===== src/rtl/fetch_if.sv =====
// rtl/fetch_if.sv - fetch stage bundle: decode handshake, instruction memory port and presented bundle
interface fetch_if #(
    parameter int IMEM_ADDR_W = 15
);
    logic                   interlock;
    logic                   branch_flag;
    logic [31:0]            branch_pc;
    logic                   imem_en;
    logic [IMEM_ADDR_W-1:0] imem_addr;
    logic [63:0]            imem_dout;
    logic [31:0]            pc;
    logic [63:0]            inst;
    logic                   halted;

    modport master (
        input  interlock, branch_flag, branch_pc, imem_dout,
        output imem_en, imem_addr, pc, inst, halted
    );

    modport slave (
        output interlock, branch_flag, branch_pc, imem_dout,
        input  imem_en, imem_addr, pc, inst, halted
    );
endinterface


===== src/rtl/fetch.sv =====
// rtl/fetch.sv - instruction fetch stage with one-entry skid, branch redirect and End halt
module fetch #(
    parameter logic [31:0] RESET_PC    = 32'h0,
    parameter int          IMEM_ADDR_W = 15,
    parameter logic [5:0]  NOP_OP      = 6'h01,
    parameter logic [5:0]  END_OP      = 6'h3F,
    parameter logic [63:0] NOP_WORD    = {NOP_OP, 26'b0, NOP_OP, 26'b0}
) (
    input  logic     clk,
    input  logic     rstn,
    fetch_if.master  bus
);
    logic [31:0] nxt_q, nxt_d;
    logic [31:0] f_pc_q, f_pc_d;
    logic        f_valid_q, f_valid_d;
    logic [31:0] sk_pc_q, sk_pc_d;
    logic [63:0] sk_inst_q, sk_inst_d;
    logic        sk_valid_q, sk_valid_d;
    logic [31:0] pc_q, pc_d;
    logic [63:0] inst_q, inst_d;
    logic        halted_q, halted_d;
    logic        imem_en;
    logic [IMEM_ADDR_W-1:0] imem_addr;

    always_comb begin
        nxt_d      = nxt_q;
        f_pc_d     = f_pc_q;
        f_valid_d  = f_valid_q;
        sk_pc_d    = sk_pc_q;
        sk_inst_d  = sk_inst_q;
        sk_valid_d = sk_valid_q;
        pc_d       = pc_q;
        inst_d     = inst_q;
        halted_d   = halted_q;
        imem_en    = 1'b0;
        imem_addr  = nxt_q[IMEM_ADDR_W-1:0];

        if (rstn && !halted_q) begin
            if (bus.branch_flag) begin
                imem_en    = 1'b1;
                imem_addr  = bus.branch_pc[IMEM_ADDR_W-1:0];
                f_pc_d     = bus.branch_pc;
                f_valid_d  = 1'b1;
                nxt_d      = bus.branch_pc + 32'd1;
                sk_valid_d = 1'b0;
                pc_d       = 32'd0;
                inst_d     = NOP_WORD;
            end else if (bus.interlock) begin
                // Reads are disabled while held, so at most one word ever lands in the skid.
                if (f_valid_q) begin
                    sk_pc_d    = f_pc_q;
                    sk_inst_d  = bus.imem_dout;
                    sk_valid_d = 1'b1;
                end
                f_valid_d = 1'b0;
            end else if (inst_q[63:58] == END_OP) begin
                halted_d   = 1'b1;
                f_valid_d  = 1'b0;
                sk_valid_d = 1'b0;
                pc_d       = 32'd0;
                inst_d     = NOP_WORD;
            end else begin
                imem_en   = 1'b1;
                f_pc_d    = nxt_q;
                f_valid_d = 1'b1;
                nxt_d     = nxt_q + 32'd1;
                // The skid word is older than the in-flight read, so it drains first.
                if (sk_valid_q) begin
                    pc_d       = sk_pc_q;
                    inst_d     = sk_inst_q;
                    sk_valid_d = 1'b0;
                end else if (f_valid_q) begin
                    pc_d   = f_pc_q;
                    inst_d = bus.imem_dout;
                end else begin
                    pc_d   = 32'd0;
                    inst_d = NOP_WORD;
                end
            end
        end
    end

    always_ff @(posedge clk) begin
        if (!rstn) begin
            nxt_q      <= RESET_PC;
            f_pc_q     <= 32'd0;
            f_valid_q  <= 1'b0;
            sk_pc_q    <= 32'd0;
            sk_inst_q  <= 64'd0;
            sk_valid_q <= 1'b0;
            pc_q       <= 32'd0;
            inst_q     <= NOP_WORD;
            halted_q   <= 1'b0;
        end else begin
            nxt_q      <= nxt_d;
            f_pc_q     <= f_pc_d;
            f_valid_q  <= f_valid_d;
            sk_pc_q    <= sk_pc_d;
            sk_inst_q  <= sk_inst_d;
            sk_valid_q <= sk_valid_d;
            pc_q       <= pc_d;
            inst_q     <= inst_d;
            halted_q   <= halted_d;
        end
    end

    assign bus.imem_en   = imem_en;
    assign bus.imem_addr = imem_addr;
    assign bus.pc        = pc_q;
    assign bus.inst      = inst_q;
    assign bus.halted    = halted_q;
endmodule

===== src/flat_wrapper.sv =====
// flat-port wrapper written by rule: the top's interface ports become plain ports
module fetch_flat 
#(
    parameter logic [31:0] RESET_PC    = 32'h0,
    parameter int          IMEM_ADDR_W = 15,
    parameter logic [5:0]  NOP_OP      = 6'h01,
    parameter logic [5:0]  END_OP      = 6'h3F,
    parameter logic [63:0] NOP_WORD    = {NOP_OP, 26'b0, NOP_OP, 26'b0}
)
  (clk, rstn, bus_interlock, bus_branch_flag, bus_branch_pc, bus_imem_dout, bus_imem_en, bus_imem_addr, bus_pc, bus_inst, bus_halted);
  fetch_if #(.IMEM_ADDR_W(IMEM_ADDR_W)) bus_i ();
  input  logic clk;
  input  logic rstn;
  input wire logic [$bits(bus_i.interlock)-1:0] bus_interlock;
  input wire logic [$bits(bus_i.branch_flag)-1:0] bus_branch_flag;
  input wire logic [$bits(bus_i.branch_pc)-1:0] bus_branch_pc;
  input wire logic [$bits(bus_i.imem_dout)-1:0] bus_imem_dout;
  output wire logic [$bits(bus_i.imem_en)-1:0] bus_imem_en;
  output wire logic [$bits(bus_i.imem_addr)-1:0] bus_imem_addr;
  output wire logic [$bits(bus_i.pc)-1:0] bus_pc;
  output wire logic [$bits(bus_i.inst)-1:0] bus_inst;
  output wire logic [$bits(bus_i.halted)-1:0] bus_halted;
  assign bus_i.interlock = bus_interlock;
  assign bus_i.branch_flag = bus_branch_flag;
  assign bus_i.branch_pc = bus_branch_pc;
  assign bus_i.imem_dout = bus_imem_dout;
  assign bus_imem_en = bus_i.imem_en;
  assign bus_imem_addr = bus_i.imem_addr;
  assign bus_pc = bus_i.pc;
  assign bus_inst = bus_i.inst;
  assign bus_halted = bus_i.halted;
  fetch #(.RESET_PC(RESET_PC), .IMEM_ADDR_W(IMEM_ADDR_W), .NOP_OP(NOP_OP), .END_OP(END_OP), .NOP_WORD(NOP_WORD)) u_core (.clk(clk), .rstn(rstn), .bus(bus_i));
endmodule

===== config.mk =====
export PLATFORM = sky130hd
export DESIGN_NAME = fetch_flat
export DESIGN_NICKNAME = d
export VERILOG_FILES = /design/src/rtl/fetch_if.sv /design/src/rtl/fetch.sv /design/src/flat_wrapper.sv
export SDC_FILE = /design/constraint.sdc
export NUM_CORES = 1
export LEC_CHECK = 0
export ABC_CLOCK_PERIOD_IN_PS = 4800
export CAP_MARGIN = 15
export CORE_ASPECT_RATIO = 1.1
export CORE_MARGIN = 4
export CORE_UTILIZATION = 50
export CTS_CLUSTER_DIAMETER = 40
export DETAILED_ROUTE_END_ITERATION = 12
export GPL_TIMING_DRIVEN = 0
export PLACE_DENSITY = 0.77
export RECOVER_POWER = 100
export REMOVE_ABC_BUFFERS = 1
export SETUP_SLACK_MARGIN = 0.2
export SLEW_MARGIN = 10
export SYNTH_ARGS = -nofsm -noshare
export SYNTH_HDL_FRONTEND = slang
export SYNTH_SLANG_ARGS = --single-unit

===== constraint.sdc =====
create_clock -name clk -period 4.8 [get_ports clk]
set_input_delay 1.44 -clock clk [delete_from_list [all_inputs] [get_ports clk]]
set_output_delay 1.44 -clock clk [all_outputs]
set_load 0.05 [all_outputs]

## Word level (Yosys, flattened, before mapping)

Index checks and enable logic that the tools add are counted.

| storage, ports and cells | value |
|---|---|
| bits in registers | 259 |
| output and inout port bits | 113 |
| word-level logic and storage cells | 49 |

| cells by class | value |
|---|---|
| add/subtract/negate cells | 2 |
| equal/unequal tests | 4 |
| multiplexer cells | 25 |
| bitwise gates (word level) | 2 |
| reduce and logical (&&, ||, !) cells | 7 |

Operator list:

| kind | number |
|---|---|
| $mux W32 | 11 |
| $mux W64 | 5 |
| $add A32 B1 Y32 const B | 2 |
| $mux W15 | 2 |
| $reduce_and A4 Y1 | 2 |
| $mux W1 | 7 |
| $eq A6 B6 Y1 const B | 1 |
| $reduce_and A2 Y1 | 2 |
| $ne A3 B1 Y1 const B | 1 |
| $reduce_and A3 Y1 | 1 |
| $ne A2 B1 Y1 const B | 1 |
| $ne A2 B2 Y1 const B | 1 |
| $not A1 Y1 | 2 |
| $logic_and A1 B1 Y1 | 1 |
| $logic_not A1 Y1 | 1 |

## Depth between registers and ports, before layout

Gate-level depths: netlist (run 1).

| depth | value |
|---|---|
| depth in word-level cells | 5 |
| gate-level depth with buffers | 14 |

## Least setup slack after synthesis (run 1)

OpenSTA, ideal clock, no wires.

| timing | value |
|---|---|
| path type | input to output |
| start | input bus_branch_flag |
| end | output bus_imem_addr[1] |
| arrival time | 3.556 ns |
| data required time | 3.360 ns |
| setup slack | -0.196 ns |
| stages on the path | 7 |
| buffers on the path | 5 |
| cell sequence | buf_6 > buf_4 > buf_2 > buf_2 > buf_2 > mux2i_1 > o21ai_0 |

| between the ends | value |
|---|---|
| word-level cells in the longest chain between the ends | 2 |

Ends and longest elaborated chain:

| what | line | source |
|---|---|---|
| start: declaration | flat_wrapper.sv:15 | `input wire logic [$bits(bus_i.branch_flag)-1:0] bus_branch_flag;` |
| $mux W15 | fetch.sv:39 | `if (bus.branch_flag) begin` |
| $mux W15 | fetch.sv:38 | `if (rstn && !halted_q) begin` |
| end: declaration | flat_wrapper.sv:19 | `output wire logic [$bits(bus_i.imem_addr)-1:0] bus_imem_addr;` |

No other way between the ends.

## Final worst setup path (run 1)

| timing | value |
|---|---|
| start | input bus_branch_flag |
| end | output bus_imem_addr[11] |

The elaborated chain is that of the path after synthesis.

==> metrics.txt, run 1 <==
Lkg Pwr between 5 and 6 nW; fill cell count approximately 1.9k; Power, Total roughly 5.3 mW; R2R cell count 7; worst reg-to-reg setup slack between 1.5 and 2 ns; Async SR Flop Fraction 0; placed insts roughly 1.8k; Post-DP Area 13540 µm²; Cell Chain, Critical Path buf_6 > buf_16 > mux2i_2 > o21ai_0 > clkdlybuf4s25_1; # DRC 0; die span in y about 160 µm; Fmax about 220 MHz; Setup Viol. Count Final 0; Top Ports approximately 210; Routed Antenna Nets 0; Area Overhead vs Synth 30.94%; Post-synth EDFFs 0; area occupied by multi-input gates 5439 µm²; worst slew pin tran roughly 2.3 ns; Slew Limit Headroom -0.5453; root buffer cell clkbuf_16; Tmin final about 4.6 ns; Placer Congestion around 0.88; syn avg cell area roughly 7.9 µm²; chip width ~150 µm; Clock Sinks around 260; standard-cell row count 56; Psw roughly 1.3 mW; Wirelength per Cell ~17 µm; Mapped Cells about 1.4k; clk_lat worst skew around 0.5 ns; CP arrival about 3.1 ns; Synth top cells by count nand2_1, dfxtp_1, o21ai_0, a21oi_1, a22oi_1; pwr dens ~370 nW/µm²; Cell variety after synth 63; Vias 10.82k; area leader, netlist dfxtp_1; Hold Path Stages 2; violated checks max-capacitance violations, max-slew violations; hold path endpoint u_core.bus.pc[14]$_SDFFE_PN0P_; clock power share 0.485; Internal Dissipation ~4.0 mW; Initial Util 0.5157; core area between 20000 and 25000 µm²; CP max stage delay ~0.55 ns; sw frac 0.2500; Worst VDD drop 0.2796 mV; Setup TNS Final 0 ns; Final #Nets about 1.7k; Post-Syn Area roughly 11000 µm²; setup ws final roughly 0.22 ns; Fin Hold WS between 0.4 and 0.5 ns; CTS tree yes; CP max FO 37; TritonRoute pass-1 iters 5; Port Buffers around 210; top cell type's share of synthesized area 0.4659; Comb pwr share 0.093; Post-CTS Hold Buffers 0; sequential power share 0.423; Top FF cell, synth dfxtp_1; first-pass GRT wire length just over 50000 µm; critical setup path kind input port to output port; GR Overflow Total 0; hold path startpoint u_core.bus.pc[14]$_SDFFE_PN0P_; post-route cell area between 10000 and 15000 µm²; startpoint type of the worst setup path input port; final-report max-slew violation count 142; Critical Path RT between 3 and 4 ns; Seq/Total Area, Yosys 0.4659; FF-to-FF End u_core.nxt_q[22]$_SDFFE_PN0P_; outcome complete, but fails checks; yosys warns 0; vias in the first global route 10.19k; CP endpoint kind output port; ant diodes 0; synthesis-stage register bit count 259; clk slew on worst S/H paths 0.05 ns; dominant cells by area after synthesis dfxtp_1, nand2_1, a22oi_1; storage element area just over 5000 µm²; Post-Layout Cell Count between 1.5k and 2k; count of final hold-check violations 0; HP Class flop to flop; fin util 0.6753; Overall Global Routing Usage 0.2481; crit share post-route 0.9549; Worst path slowest cell clkdlybuf4s25_1; largest net degree at the start of global routing between 100 and 150; die area about 25000 µm²; Routed WL around 32000 µm; post-DR vias/cell just under 6; clock buffer count from CTS 37; initial antenna violation count 0; Post-DP HPWL 20280 µm; clk buf depth 3; layout cells sized above 1 0.07025; max-cap check violation count 2; dpl ws -1.536 ns; initial detailed-routing violation count around 730; RSZ-0062 raised after global routing no; H-tree levels 2; Reg-to-Reg Start u_core.bus.inst[58]$_SDFFE_PN1P_; most frequent cell after synthesis nand2_1; Max Clock Skew 0.01457 ns
==> cell usage in the layout, fill, tap and decap left out, drive strengths merged, types with 3 or more instances in the layout <==
| master | netlist | layout |
|---|---|---|
| or3 | 7 | 7 |
| nand3b | 13 | 13 |
| nor3 | 6 | 6 |
| nand4b | 7 | 7 |
| dlygate4sd3 | 0 | 99 |
| nand3 | 37 | 37 |
| xnor2 | 4 | 4 |
| nor2b | 6 | 6 |
| nor2 | 51 | 51 |
| o211ai | 7 | 7 |
| o2111ai | 5 | 5 |
| a31oi | 10 | 10 |
| a22oi | 101 | 101 |
| dfxtp | 259 | 259 |
| clkinv | 0 | 6 |
| a21oi | 132 | 132 |
| a211oi | 26 | 26 |
| inv | 12 | 17 |
| nand2b | 5 | 5 |
| buf | 32 | 14 |
| clkdlybuf4s50 | 0 | 95 |
| and3 | 3 | 3 |
| or2 | 4 | 4 |
| mux2i | 26 | 26 |
| clkinvlp | 0 | 6 |
| dlygate4sd2 | 0 | 4 |
| nand4 | 18 | 18 |
| clkbuf | 83 | 62 |
| nand2 | 368 | 368 |
| mux2 | 6 | 6 |
| o21ai | 137 | 137 |
==> critical path: cells and delay by family <==
family / cells / cell delay [ns]
multiplexers: 1 / 0.46
buffers and inverters: 3 / 1.03
AO/OA/AOI/OAI: 1 / 0.20
==> flip-flops by register name, indices dropped and copies added, names as in the netlist <==
signal,flops
u_core.bus.halted,1
u_core.f_pc_q,32
u_core.sk_inst_q,64
u_core.bus.pc,32
u_core.sk_valid_q,1
u_core.bus.inst,64
u_core.sk_pc_q,32
u_core.f_valid_q,1
u_core.nxt_q,32
==> logic make-up (layout without fill, tap and decap cells) <==
family,count (synthesis),after routing,share of synthesized area
xor+xnor,4,4,0.003148
fa+ha+maj,1,1,0.001124
simple gates,534,534,0.2102
mux,32,32,0.02945
buf+inv,127,307,0.04778
compound gates,443,443,0.2424
flops,259,259,0.4659
==> power groups by stage <==
stage | sequential (mW) | combinational [mW] | clock, mW
after floorplan | 2.31 | 0.237 | 0
after global placement | 2.29 | 0.483 | 0
after detailed placement | 2.29 | 0.506 | 0
after CTS | 2.25 | 0.512 | 2.61
after global routing | 2.26 | 0.533 | 2.70
final | 2.25 | 0.493 | 2.58
==> how the worst max path moves through the flow <==
stage,from,end,slack [ns],cells after the start
global route,rstn,u_core.bus.inst[57]$_SDFFE_PN0P_,0.12,8
detailed placement,rstn,bus_imem_en,-1.54,6
global placement,rstn,u_core.bus.pc[14]$_SDFFE_PN0P_,-8.68,5
CTS,rstn,bus_imem_en,0.14,6
finish,bus_branch_flag,bus_imem_addr[11],0.22,5
floorplan,rstn,u_core.bus.inst[0]$_SDFFE_PN0P_,-1.78,4
==> layout make-up <==
| class | instances | share of cell area |
|---|---|---|
| Clock buffer | 45 | 0.06834 |
| Clock inverter | 19 | 0.01262 |
| Inverter | 12 | 0.003606 |
| Multi-Input combinational cell | 1014 | 0.3732 |
| Sequential cell | 259 | 0.3561 |
| Tap cell | 290 | 0.02490 |
| Timing Repair Buffer | 231 | 0.1612 |
==> what timing repair did <==
action | in CTS | in global routing
pin swaps | 1 | 0
buffers inserted | 3 | 0
cloned | 1 | 0
endpoints found under the setup margin | 16 | 5
resized for setup | 50 | 4
==> layer usage <==
metal,global-route usage,vias to the layer above,routed length (µm)
li1,-,5258,-
met1,0.3165,5102,13290
met2,0.4257,405,15290
met3,0.05296,53,2569
met4,0.06780,0,610
met5,0,-,0
Power figures use the tool's default switching activity.
==> run 2, diff against run 1 <==
--- a/config.mk
+++ b/config.mk
@@ -9,11 +9,11 @@
 export CAP_MARGIN = 15
 export CORE_ASPECT_RATIO = 1.1
 export CORE_MARGIN = 4
-export CORE_UTILIZATION = 50
+export CORE_UTILIZATION = 52
 export CTS_CLUSTER_DIAMETER = 40
 export DETAILED_ROUTE_END_ITERATION = 12
 export GPL_TIMING_DRIVEN = 0
-export PLACE_DENSITY = 0.77
+export PLACE_DENSITY_LB_ADDON = 0.2
 export RECOVER_POWER = 100
 export REMOVE_ABC_BUFFERS = 1
 export SETUP_SLACK_MARGIN = 0.2
==> run 2 against run 1 <==
The run now ends clean; wire length grew 1.5%; setup slack lost 0.019 ns; first-iteration DRC count grew 34%; die area shrank 3.7%; final area grew 0.33%; clock power shrank 3%; clock-buffer cell count grew 3; power shrank 1.2%; register-to-register slack lost 0.37 ns; critical path depth grew 1; flip-flop and latch count is the same; cell count shrank 0.32%; critical endpoint is now bus_imem_en; largest cell class unchanged.
==> metrics.txt, run 2 (synthesis gave the netlist of run 1 again) <==
outcome finished clean; clk slew on worst S/H paths approximately 0.05 ns; initial antenna violation count 0; root buffer cell clkbuf_16; Post-DP HPWL 20220 µm; chip width roughly 150 µm; R2R cell count 4; worst path buffer plus inverter count 4; Placer Congestion approximately 0.86; Overall Global Routing Usage 0.2617; Routed Antenna Nets 0; Fin Hold WS approximately 0.44 ns; Hold Path Stages 2; Slew Limit Headroom 0.01514; GR Overflow Total 0; dpl ws -1.985 ns; largest net degree at the start of global routing between 90 and 100; first-pass GRT wire length approximately 52000 µm; Worst path top cell family by delay buffers and inverters; HP Class flop to flop; Post-DP Area roughly 14000 µm²; CP max FO 91; CP endpoint kind output port; Tmin final 4.603 ns; post-route cell area 14620 µm²; H-tree levels 2; max-cap check violation count 0; # DRC 0; Power, Total between 5 and 6 mW; commonest non-fill, non-tap cell in the layout nand2_1; initial detailed-routing violation count 974; CP max stage delay roughly 0.59 ns; core area between 20000 and 25000 µm²; Cell Chain, Critical Path dlygate4sd3_1 > nand2b_1 > o211ai_4 > buf_12 > inv_12 > clkbuf_2; vias in the first global route around 10k; Fmax ~220 MHz; pwr dens 359.7 nW/µm²; standard-cell row count 55; startpoint type of the worst setup path input port; fill cell count 1709; setup ws final approximately 0.2 ns; Wirelength per Cell around 17 µm; Worst VDD drop approximately 0.28 mV; count of final hold-check violations 0; CP arrival between 3 and 4 ns; Routed WL approximately 32000 µm; die area 23810 µm²; most frequent cells in the layout nand2_1, dfxtp_1, o21ai_0, a21oi_1, dlygate4sd3_1; Post-CTS Hold Buffers 0; Setup Viol. Count Final 0; Worst path slowest cell dlygate4sd3_1; Max Clock Skew 0.01807 ns; post-DR vias/cell a little under 6; final-report max-slew violation count 0; critical setup path kind input port to output port; Final #Nets around 1.7k; clk_lat worst skew ~0.50 ns; Top Ports between 200 and 250; Setup TNS Final 0 ns; Vias 10.85k; CTS tree yes; Port Buffers approximately 210; clock buffer count from CTS 35; Post-Layout Cell Count ~1.9k; layout cells sized above 1 0.06717; die span in y 161.4 µm; Critical Path Stages 6; TritonRoute pass-1 iters 5; Critical Path RT 3.36 ns; crit share post-route 0.9590; placed insts approximately 1.8k; Lkg Pwr 5.330 nW; Initial Util 0.5355; clk buf depth 3; Area Overhead vs Synth 31.37%; fin util 0.7035; worst slew pin tran around 1.5 ns; Clock Sinks around 260; RSZ-0062 raised after global routing yes
## run 2: cell types whose count changed in the layout (fill, tap and decap cells not counted), moves of 2 or more
cell,previous run,this run
buf_16,6,8
dlygate4sd3_1,99,101
clkinvlp_4,6,4
clkbuf_1,16,11
clkinv_2,4,2
clkbuf_4,2,0
dlygate4sd2_1,4,10
buf_6,2,0
buf_12,2,4
clkdlybuf4s50_1,95,93
inv_4,2,0
## run 2: tightest hold or removal path, delay by kind of cell, from the launching register on
family	cells	cell delay, ns
flops	1	0.31
simple gates	1	0.04
compound gates	1	0.05
## run 2: path summary, 6_finish.rpt
| path | slack (ns) | startpoint | to |
|---|---|---|---|
| worst min-delay path | 0.44 | u_core.bus.pc[6]$_SDFFE_PN0P_ | u_core.bus.pc[6]$_SDFFE_PN0P_ |
| worst max-delay path | 0.20 | bus_interlock | bus_imem_en |
| worst min register to register | 0.44 | u_core.bus.pc[6]$_SDFFE_PN0P_ | u_core.bus.pc[6]$_SDFFE_PN0P_ |
| worst max register to register | 1.15 | u_core.bus.halted$_SDFFE_PN0P_ | u_core.bus.inst[20]$_SDFFE_PN0P_ |
## run 2: power breakdown
| part | switching [mW] | total (mW) | internal, mW |
|---|---|---|---|
| clock | 0.969 | 2.51 | 1.54 |
| combinational | 0.305 | 0.503 | 0.199 |
| sequential | 0.0463 | 2.25 | 2.20 |
| total | 1.32 | 5.26 | 3.94 |
## run 2: what timing repair did
action                                  CTS  global route
endpoints found under the setup margin   19             4
resized for setup                        42             6
cloned                                    1             0
buffers inserted                          3             1
pin swaps                                 0             1
## run 2: final cells by class
cell class	count	area [µm²]	area share
Sequential cell	259	5189	0.3549
Clock inverter	13	125.1	0.008558
Multi-Input combinational cell	1014	5444	0.3724
Antenna cell	1	2.502	0.0001712
Timing Repair Buffer	232	2434	0.1665
Tap cell	285	356.6	0.02439
Clock buffer	48	1007	0.06889
Inverter	12	62.56	0.004279
## run 2: layer usage
metal,GRT usage,vias up,share of wire
met3,0.04658,45,0.069
li1,-,5256,-
met5,0,-,0
met4,0.06356,0,0.017
met2,0.4342,392,0.47
met1,0.3568,5156,0.44
==> run 3, diff against run 2 <==
--- a/config.mk
+++ b/config.mk
@@ -10,7 +10,6 @@
 export CORE_ASPECT_RATIO = 1.1
 export CORE_MARGIN = 4
 export CORE_UTILIZATION = 52
-export CTS_CLUSTER_DIAMETER = 40
 export DETAILED_ROUTE_END_ITERATION = 12
 export GPL_TIMING_DRIVEN = 0
 export PLACE_DENSITY_LB_ADDON = 0.2
==> run 3 against run 2 <==
Clock skew shrank 0.0028 ns; non-clock buffer count is the same; core utilization down 1.0 points; final area shrank 1.5%; hold slack better by 0.0034 ns; combinational power barely moved; maximum frequency grew 0.74%; power down 8.0%; setup slack improved by 0.034 ns; critical path type unchanged.
==> metrics.txt, run 3 (synthesis gave the netlist of run 1 again) <==
Area Overhead vs Synth 29.43%; Worst path top cell family by delay buffers and inverters; outcome finished clean; Post-DP HPWL between 20000 and 25000 µm; Worst VDD drop around 0.25 mV; Clock Sinks between 200 and 300; Final #Nets 1647; # DRC 0; Fmax around 220 MHz; Slew Limit Headroom 0.07469; crit share post-route 0.9519; layout cells sized above 1 0.06130; clk buf depth 3; Routed WL ~32000 µm; Lkg Pwr between 5 and 6 nW; Fin Hold WS about 0.45 ns; CP arrival ~3.1 ns; die area around 24000 µm²; Tmin final roughly 4.6 ns; first-pass GRT wire length between 50000 and 60000 µm; final-report max-slew violation count 0; vias in the first global route 10.09k; largest net degree at the start of global routing roughly 90; critical setup path kind input port to output port; clock buffer count from CTS 27; TritonRoute pass-1 iters 5; Cell Chain, Critical Path dlygate4sd3_1 > nand2b_1 > o211ai_1 > buf_12 > inv_12 > buf_4; chip width roughly 150 µm; pwr dens approximately 340 nW/µm²; CTS tree yes; Initial Util 0.5355; Top Ports between 200 and 250; commonest non-fill, non-tap cell in the layout nand2_1; GR Overflow Total 0; H-tree levels 1; max-cap check violation count 0; initial detailed-routing violation count between 800 and 900; Post-CTS Hold Buffers 0; Setup Viol. Count Final 0; post-DR vias/cell just under 6; Max Clock Skew 0.01524 ns; clk slew on worst S/H paths around 0.06 ns; Vias roughly 11k; CP max stage delay 0.59 ns; standard-cell row count between 50 and 60; Worst path slowest cell dlygate4sd3_1; initial antenna violation count 1; clk_lat worst skew about 0.53 ns; core area slightly above 20000 µm²; Port Buffers 212; Wirelength per Cell roughly 17 µm; die span in y 161.4 µm; worst slew pin tran between 1 and 1.5 ns; most frequent cells in the layout nand2_1, dfxtp_1, o21ai_0, a21oi_1, dlygate4sd3_1; root buffer cell clkbuf_16; Routed Antenna Nets 0; RSZ-0062 raised after global routing no; Placer Congestion around 0.86; HP Class flop to flop; Setup TNS Final 0 ns; count of final hold-check violations 0; startpoint type of the worst setup path input port; Overall Global Routing Usage 0.2539; Critical Path RT 3.36 ns; CP endpoint kind output port; worst path buffer plus inverter count 4; CP max FO just over 90
run 3: cell type report:
cell class	count	area, µm²
fill	1756	6377
multi-input combinational	1014	5434
sequential	259	5189
timing repair buffer	232	2467
clock buffer	34	743.2
tap	285	356.6
clock inverter	15	147.6
inverter	12	62.56
antenna	2	5.005
run 3: repair_timing:
action                                  in CTS  in global routing
cloned                                       0                  1
buffers inserted                             3                  1
endpoints found under the setup margin      19                  9
gates resized for setup                     43                  2
pin swaps                                    0                  1
run 3: worst paths after layout:
| check | startpoint | endpoint | slack [ns] | cells past startpoint |
|---|---|---|---|---|
| hold reg to reg | u_core.bus.pc[23]$_SDFFE_PN0P_ | u_core.bus.pc[23]$_SDFFE_PN0P_ | 0.45 | 2 |
| hold / removal | u_core.bus.pc[23]$_SDFFE_PN0P_ | u_core.bus.pc[23]$_SDFFE_PN0P_ | 0.45 | 2 |
| setup / recovery | bus_interlock | bus_imem_en | 0.23 | 6 |
| setup reg to reg | u_core.bus.halted$_SDFFE_PN0P_ | u_core.bus.pc[20]$_SDFFE_PN0P_ | 1.14 | 4 |
run 3: worst reg2reg max path: cells and delay by family (launching register included):
family / cells / cell delay, ns
simple gates: 2 / 1.44
buf+inv: 1 / 1.12
flops: 1 / 0.60
compound gates: 1 / 0.32
run 3: routing by layer:
| layer | vias up | wire, µm | GRT usage |
|---|---|---|---|
| met4 | 0 | 648 | 0.06907 |
| li1 | 5231 | - | - |
| met3 | 55 | 2224 | 0.03563 |
| met1 | 5152 | 14150 | 0.3539 |
| met5 | - | 0 | 0 |
| met2 | 431 | 15060 | 0.4158 |
run 3: power breakdown:
group | switching, mW | total, mW | internal (mW)
logic | 0.304 | 0.505 | 0.201
registers | 0.0462 | 2.25 | 2.20
clock network | 0.874 | 2.09 | 1.21
run 3: stage by stage:
stage                     power, mW  setup WS, ns  utilization  std cells  cell area [µm²]
after floorplan               2.545        -1.782            -       1285            10640
final                         4.838        0.2308       0.6931       1853            14410
after CTS                     4.876       0.06792       0.6956       1849            14460
after global placement        2.777        -8.873       0.6314       1782            13120
after detailed placement      2.800        -1.985       0.6506       1797            13520
after global routing          5.006        0.1476       0.6930       1852            14400
